File: src/rtl/tgdemux_deser.sv
`default_nettype none
// ============================================================================
// Module   : tgdemux_deser
// Purpose  : Receiving end of the SEL-driven 2:1 transmission-gate mux path.
//            Demultiplexes a time-multiplexed sample stream (one slot per
//            CLK cycle, SYNC marks slot 0) into N parallel lanes and presents
//            each completed frame with a VALID/ACK handshake.
// Ports    : CLK    - rising-edge clock, one slot per cycle
//            RST    - synchronous, active-high reset
//            EN     - capture enable; low = stream ignored, slot pointer holds
//            SYNC   - high in the cycle D carries slot 0
//            D      - serial sample stream, W bits
//            ACK    - downstream accepts the current frame
//            SEL    - index of the slot captured this cycle
//            Q      - lane outputs, lane k at Q[k*W +: W]
//            VALID  - Q holds a complete, unacknowledged frame
//            OVF    - sticky: a completed frame was dropped while VALID pending
//            SERR   - sticky: SYNC seen at a non-zero slot mid-frame
//            FRAMES - committed-frame counter (only with TGDEMUX_FRAME_CNT_EN)
// Options  : define TGDEMUX_FRAME_CNT_EN to add the FRAMES[15:0] output.
// Revision : 1.0 - initial release
// ============================================================================
module tgdemux_deser #(
    parameter int N = 2,
    parameter int W = 8
) (
    input  logic                   CLK,
    input  logic                   RST,
    input  logic                   EN,
    input  logic                   SYNC,
    input  logic [W-1:0]           D,
    input  logic                   ACK,
    output logic [$clog2(N)-1:0]   SEL,
    output logic [N*W-1:0]         Q,
    output logic                   VALID,
    output logic                   OVF,
    output logic                   SERR
`ifdef TGDEMUX_FRAME_CNT_EN
    ,
    output logic [15:0]            FRAMES
`endif
);

    localparam int            SW        = $clog2(N);
    localparam logic [SW-1:0] c_LAST    = SW'(N - 1);
    localparam logic [SW-1:0] c_FIRST   = SW'(1);

    localparam logic [1:0] c_IDLE    = 2'd0;
    localparam logic [1:0] c_CAPTURE = 2'd1;
    localparam logic [1:0] c_DONE    = 2'd2;

    logic [1:0]           r_state;
    logic [SW-1:0]        r_sel;
    // The last slot goes straight from D into Q on the completion edge, so
    // only the first N-1 slots need holding.
    logic [(N-1)*W-1:0]   r_shadow;
    logic [N*W-1:0]       r_q;
    logic                 r_valid;
    logic                 r_ovf;
    logic                 r_serr;

    logic [1:0]           w_state_nxt;
    logic [SW-1:0]        w_sel_nxt;
    logic                 w_cap;
    logic [SW-1:0]        w_cap_idx;
    logic                 w_serr_set;
    logic                 w_last;
    logic                 w_commit;
    logic                 w_drop;
    logic [N*W-1:0]       w_frame;

    // ------------------------------------------------------------------
    // Next-state / capture control
    // ------------------------------------------------------------------
    always_comb begin
        w_state_nxt = r_state;
        w_sel_nxt   = r_sel;
        w_cap       = 1'b0;
        w_cap_idx   = r_sel;
        w_serr_set  = 1'b0;
        w_last      = 1'b0;
        case (r_state)
            c_IDLE: begin
                w_sel_nxt = '0;
                if (EN && SYNC) begin
                    w_cap       = 1'b1;
                    w_cap_idx   = '0;
                    w_sel_nxt   = c_FIRST;
                    w_state_nxt = c_CAPTURE;
                end
            end
            c_CAPTURE: begin
                if (EN) begin
                    if (SYNC && (r_sel != '0)) begin
                        // Resync: the partial frame is abandoned and this
                        // sample becomes slot 0 of a fresh frame.
                        w_serr_set = 1'b1;
                        w_cap      = 1'b1;
                        w_cap_idx  = '0;
                        w_sel_nxt  = c_FIRST;
                    end else if (r_sel == c_LAST) begin
                        w_last      = 1'b1;
                        w_sel_nxt   = '0;
                        w_state_nxt = c_DONE;
                    end else begin
                        w_cap     = 1'b1;
                        w_sel_nxt = r_sel + c_FIRST;
                    end
                end
            end
            c_DONE: begin
                // Back-to-back frames start here with no idle gap.
                w_sel_nxt   = '0;
                w_state_nxt = c_IDLE;
                if (EN && SYNC) begin
                    w_cap       = 1'b1;
                    w_cap_idx   = '0;
                    w_sel_nxt   = c_FIRST;
                    w_state_nxt = c_CAPTURE;
                end
            end
            default: begin
                w_sel_nxt   = '0;
                w_state_nxt = c_IDLE;
            end
        endcase
    end

    assign w_frame  = {D, r_shadow};
    assign w_commit = w_last && (!r_valid || ACK);
    assign w_drop   = w_last && r_valid && !ACK;

    // ------------------------------------------------------------------
    // State and slot pointer
    // ------------------------------------------------------------------
    always_ff @(posedge CLK) begin
        if (RST) begin
            r_state <= c_IDLE;
            r_sel   <= '0;
        end else begin
            r_state <= w_state_nxt;
            r_sel   <= w_sel_nxt;
        end
    end

    // ------------------------------------------------------------------
    // Shadow lanes
    // ------------------------------------------------------------------
    for (genvar k = 0; k < N - 1; k++) begin : g_lane
        localparam logic [SW-1:0] c_IDX = SW'(k);
        always_ff @(posedge CLK) begin
            if (RST) begin
                r_shadow[k*W +: W] <= '0;
            end else if (w_cap && (w_cap_idx == c_IDX)) begin
                r_shadow[k*W +: W] <= D;
            end
        end
    end

    // ------------------------------------------------------------------
    // Output frame, handshake and sticky flags
    // ------------------------------------------------------------------
    always_ff @(posedge CLK) begin
        if (RST) begin
            r_q     <= '0;
            r_valid <= 1'b0;
            r_ovf   <= 1'b0;
            r_serr  <= 1'b0;
        end else begin
            if (w_commit) begin
                r_q     <= w_frame;
                r_valid <= 1'b1;
            end else if (ACK) begin
                r_valid <= 1'b0;
            end
            if (w_drop) begin
                r_ovf <= 1'b1;
            end
            if (w_serr_set) begin
                r_serr <= 1'b1;
            end
        end
    end

`ifdef TGDEMUX_FRAME_CNT_EN
    logic [15:0] r_frames;

    // Only committed frames count; wraps naturally at 16 bits.
    always_ff @(posedge CLK) begin
        if (RST) begin
            r_frames <= '0;
        end else if (w_commit) begin
            r_frames <= r_frames + 16'd1;
        end
    end

    assign FRAMES = r_frames;
`endif

    assign SEL   = r_sel;
    assign Q     = r_q;
    assign VALID = r_valid;
    assign OVF   = r_ovf;
    assign SERR  = r_serr;

endmodule
`default_nettype wire

File: config.mk
export PLATFORM = sky130hd
export DESIGN_NAME = tgdemux_deser
export DESIGN_NICKNAME = d
export VERILOG_FILES = /design/src/rtl/tgdemux_deser.sv
export SDC_FILE = /design/constraint.sdc
export NUM_CORES = 1
export LEC_CHECK = 0
export ABC_CLOCK_PERIOD_IN_PS = 1500
export BUFFER_PORTS_ARGS = -buffer_cell sky130_fd_sc_hd__buf_2
export CAP_MARGIN = 20
export CELL_PAD_IN_SITES_DETAIL_PLACEMENT = 0
export CELL_PAD_IN_SITES_GLOBAL_PLACEMENT = 1
export CORE_MARGIN = 4
export CORE_UTILIZATION = 30
export CTS_BUF_LIST = sky130_fd_sc_hd__clkbuf_2 sky130_fd_sc_hd__clkbuf_4 sky130_fd_sc_hd__clkbuf_8
export CTS_CLUSTER_DIAMETER = 30
export DETAILED_ROUTE_END_ITERATION = 6
export PLACE_DENSITY_LB_ADDON = 0.1
export SKIP_CTS_REPAIR_TIMING = 1
export SKIP_LAST_GASP = 1
export SLEW_MARGIN = 20
export SYNTH_ARGS = -nofsm -noshare
export SYNTH_HDL_FRONTEND = slang
export SYNTH_SLANG_ARGS = --single-unit
File: constraint.sdc
create_clock -name CLK -period 1.5 [get_ports CLK]
set_input_delay 0.075 -clock CLK [delete_from_list [all_inputs] [get_ports CLK]]
set_output_delay 0.075 -clock CLK [all_outputs]
set_load 0.005 [all_outputs]
==> results.py <==
metrics = {
    "drt": {
        "final_antenna_net_count": 0,
        "vias": 856,
        "drc": 0,
        "drt-initial-drc-count": 48,
        "wire_per_inst_um": 12.01,
        "totalWireLength_um": 2389,
        "via_per_inst": 4.302,
        "dr.pass1.iters": 2,
    },
    "timing": {
        "skew_ns": 0.002643,
        "fmax_mhz": 754.5,
        "finalHoldViolations": 0,
        "finalCriticalPeriod_ns": 1.325,
        "finalMaxSlewViolations": 0,
        "fin_crit_sh_pct": 88.36,
        "rsz0062_at_grt": "false",
        "setup_viol": 0,
        "tightest_slew_ns": 0.5134,
        "slew_headroom_pct": 65.77,
        "layout_setup_ws_ns": 0.1746,
        "tns_ns": 0,
        "whs_ns": 0.08714,
    },
    "cells_and_area": {
        "layout_common_cells": "34 x nand2b_1, 32 x buf_2, 30 x dfxtp_1",
        "n_antenna_cell": 0,
        "nets": 162,
        "drive_gt1_share_pct": 27.52,
        "syn_to_final_growth_pct": 23.05,
        "fillers": 420,
        "layout_commonest_cell": "nand2b_1",
    },
    "worst_setup_path": {
        "r2r_end": "Q[13]$_SDFFE_PP0P_",
        "cpMaxStageDelayCell": "dfxtp_1",
        "path_delay_family": "simple AND/OR/NAND/NOR gates",
        "crit_chain": "and3b_1, nand3_1, mux2i_1",
        "cp_num_buf_inv": 0,
        "crit_fanout": 7,
        "cp.depth": 3,
        "arrival_ns": 1.47,
        "critPathCaptureType": "flop",
        "setup.worst_path.start_class": "flop",
        "r2r-start": "r_state[0]$_SDFFE_PP0P_",
        "r2r_cells": 3,
        "startpoint": "r_state[0]$_SDFFE_PP0P_",
        "reg2reg_slack_ns": 0.17,
        "crit_required_ns": 1.65,
        "critPathKind": "flop to flop",
        "cp_slowest_stage_delay_ns": 0.40,
        "crit_end": "Q[13]$_SDFFE_PP0P_",
    },
    "global_routing": {
        "grt.overflow.total": 0,
        "antenna_found_initial": 0,
        "grt_max_degree": 40,
        "grt_pass1_vias": 895,
        "grt_pass1_wl_um": 4077,
        "grt_use_total_pct": 10.29,
    },
    "place": {
        "dpl_worst_slack_ns": 0.1552,
        "gp_congestion": 0.6657,
        "port_buffers": 32,
        "dpl.hpwl_um": 1728,
    },
    "logic_synthesis": {
        "synth_cells": 115,
        "yosysUniqueCellTypes": 22,
        "syn-cell-area_um2": 1232,
        "synthArstFlopShare_pct": 0,
        "yosysWarnings": 0,
        "synth_edf_count": 0,
        "yosysSeqAreaShare_pct": 48.73,
        "synth_fp_nets": 128,
        "ys_seq_elements": 30,
        "syn_avg_cell_area_um2": 10.72,
        "yosysTopAreaCell": "dfxtp_1",
        "synthTopCellsByArea": "dfxtp_1 49%, mux2i_1 19%, nand2b_1 17%",
        "synth_top_cell_area_share_pct": 48.73,
        "synth-main-ff-cell": "dfxtp_1",
    },
    "clock_network": {
        "h-tree-depth": 2,
        "cts_buffers": 5,
        "cts.path.max_buffers": 2,
        "clk_pin_slew_ns": 0.06,
        "clock_sinks": 30,
        "cts_root_buf": "clkbuf_8",
        "clock_latency_ns": 0.27,
        "cts_tree": "yes",
    },
    "job": {
        "maxCapViolations": 0,
    },
    "floorplanning": {
        "initial_core_util_pct": 30.81,
        "core_um2": 4000,
        "pin_count": 33,
        "die_area_um2": 5198,
        "die_y_um": 72.10,
        "core.rowCount": 23,
        "fp.dieW_um": 72.10,
    },
    "power": {
        "power_density_nw_per_um2": 1024,
        "p_leak_nw": 0.6854,
        "peakVddDrop_v": 0.0004733,
    },
    "min_path": {
        "worstHoldPathType": "input port to flop",
    },
    "status": {
        "outcome": "finished, final reports clean",
    },
}
-- per-stage QoR --
stage	util [%]	power, mW	cells	area (um2)
3_5_place_dp	35.81	0.9454	192	1433
5_1_grt	37.91	1.630	199	1516
6_report	37.91	1.553	199	1516
4_1_cts	37.91	1.590	199	1516
3_3_place_gp	35.81	0.9431	192	1433
2_1_floorplan	-	0.9143	115	1232
-- cell families after synthesis --
kind of cell / count (synthesis) / share of synthesized area [%]
mux: 24 / 19.49
compound gates: 8 / 4.468
buf+inv: 6 / 3.452
flops: 30 / 48.73
simple gates: 47 / 23.86
-- Yosys cell counts (2+ instances only) --
| library cell | count |
|---|---|
| a21oi_1 | 3 |
| and3b_1 | 2 |
| buf_6 | 2 |
| clkbuf_1 | 2 |
| dfxtp_1 | 30 |
| mux2i_1 | 24 |
| nand2_1 | 2 |
| nand2b_1 | 34 |
| nor2_1 | 3 |
-- where the power goes --
part	switching [mW]	internal, mW	total, mW
registers	0.00864	0.816	0.824
clock network	0.272	0.354	0.627
logic	0.0484	0.0534	0.102
total	0.329	1.22	1.55
-- state kept, by name (all words and copies together) (netlist names) --
signal and count:
Q 16, r_state 2, OVF 1, VALID 1, SERR 1, r_shadow 8, SEL 1
-- worst register-to-register path: stages (launching register included) --
cell and delay, ns:
dfxtp_1 0.40, and3b_1 0.24, nand3_1 0.34, mux2i_1 0.22
-- how the worst min path moves through the flow --
stage               from                       end  depth (start not counted)
finish              D[4]  r_shadow[4]$_SDFFE_PP0P_                          3
global route        D[6]  r_shadow[6]$_SDFFE_PP0P_                          3
CTS                 D[4]        Q[12]$_SDFFE_PP0P_                          3
detailed placement  D[6]        Q[14]$_SDFFE_PP0P_                          3
global placement    D[4]  r_shadow[4]$_SDFFE_PP0P_                          3
floorplan           SYNC         SERR$_SDFFE_PP0P_                          2
-- layer usage --
| layer | up-vias | global-route usage, % | routed length (um) |
|---|---|---|---|
| li1 | 455 | - | - |
| met2 | 20 | 15.37 | 1058 |
| met4 | 0 | 4.384 | 49 |
| met5 | - | 0 | 0 |
| met1 | 376 | 12.75 | 1160 |
| met3 | 5 | 4.709 | 121 |
-- area by class of cell --
class	instances	area, um2	area share [%]
Clock buffer	7	83.83	5.528
Multi-Input combinational cell	79	589.3	38.86
Sequential cell	30	600.6	39.60
Tap cell	50	62.56	4.125
Timing Repair Buffer	33	180.2	11.88
(Power assumes the default switching activity.)
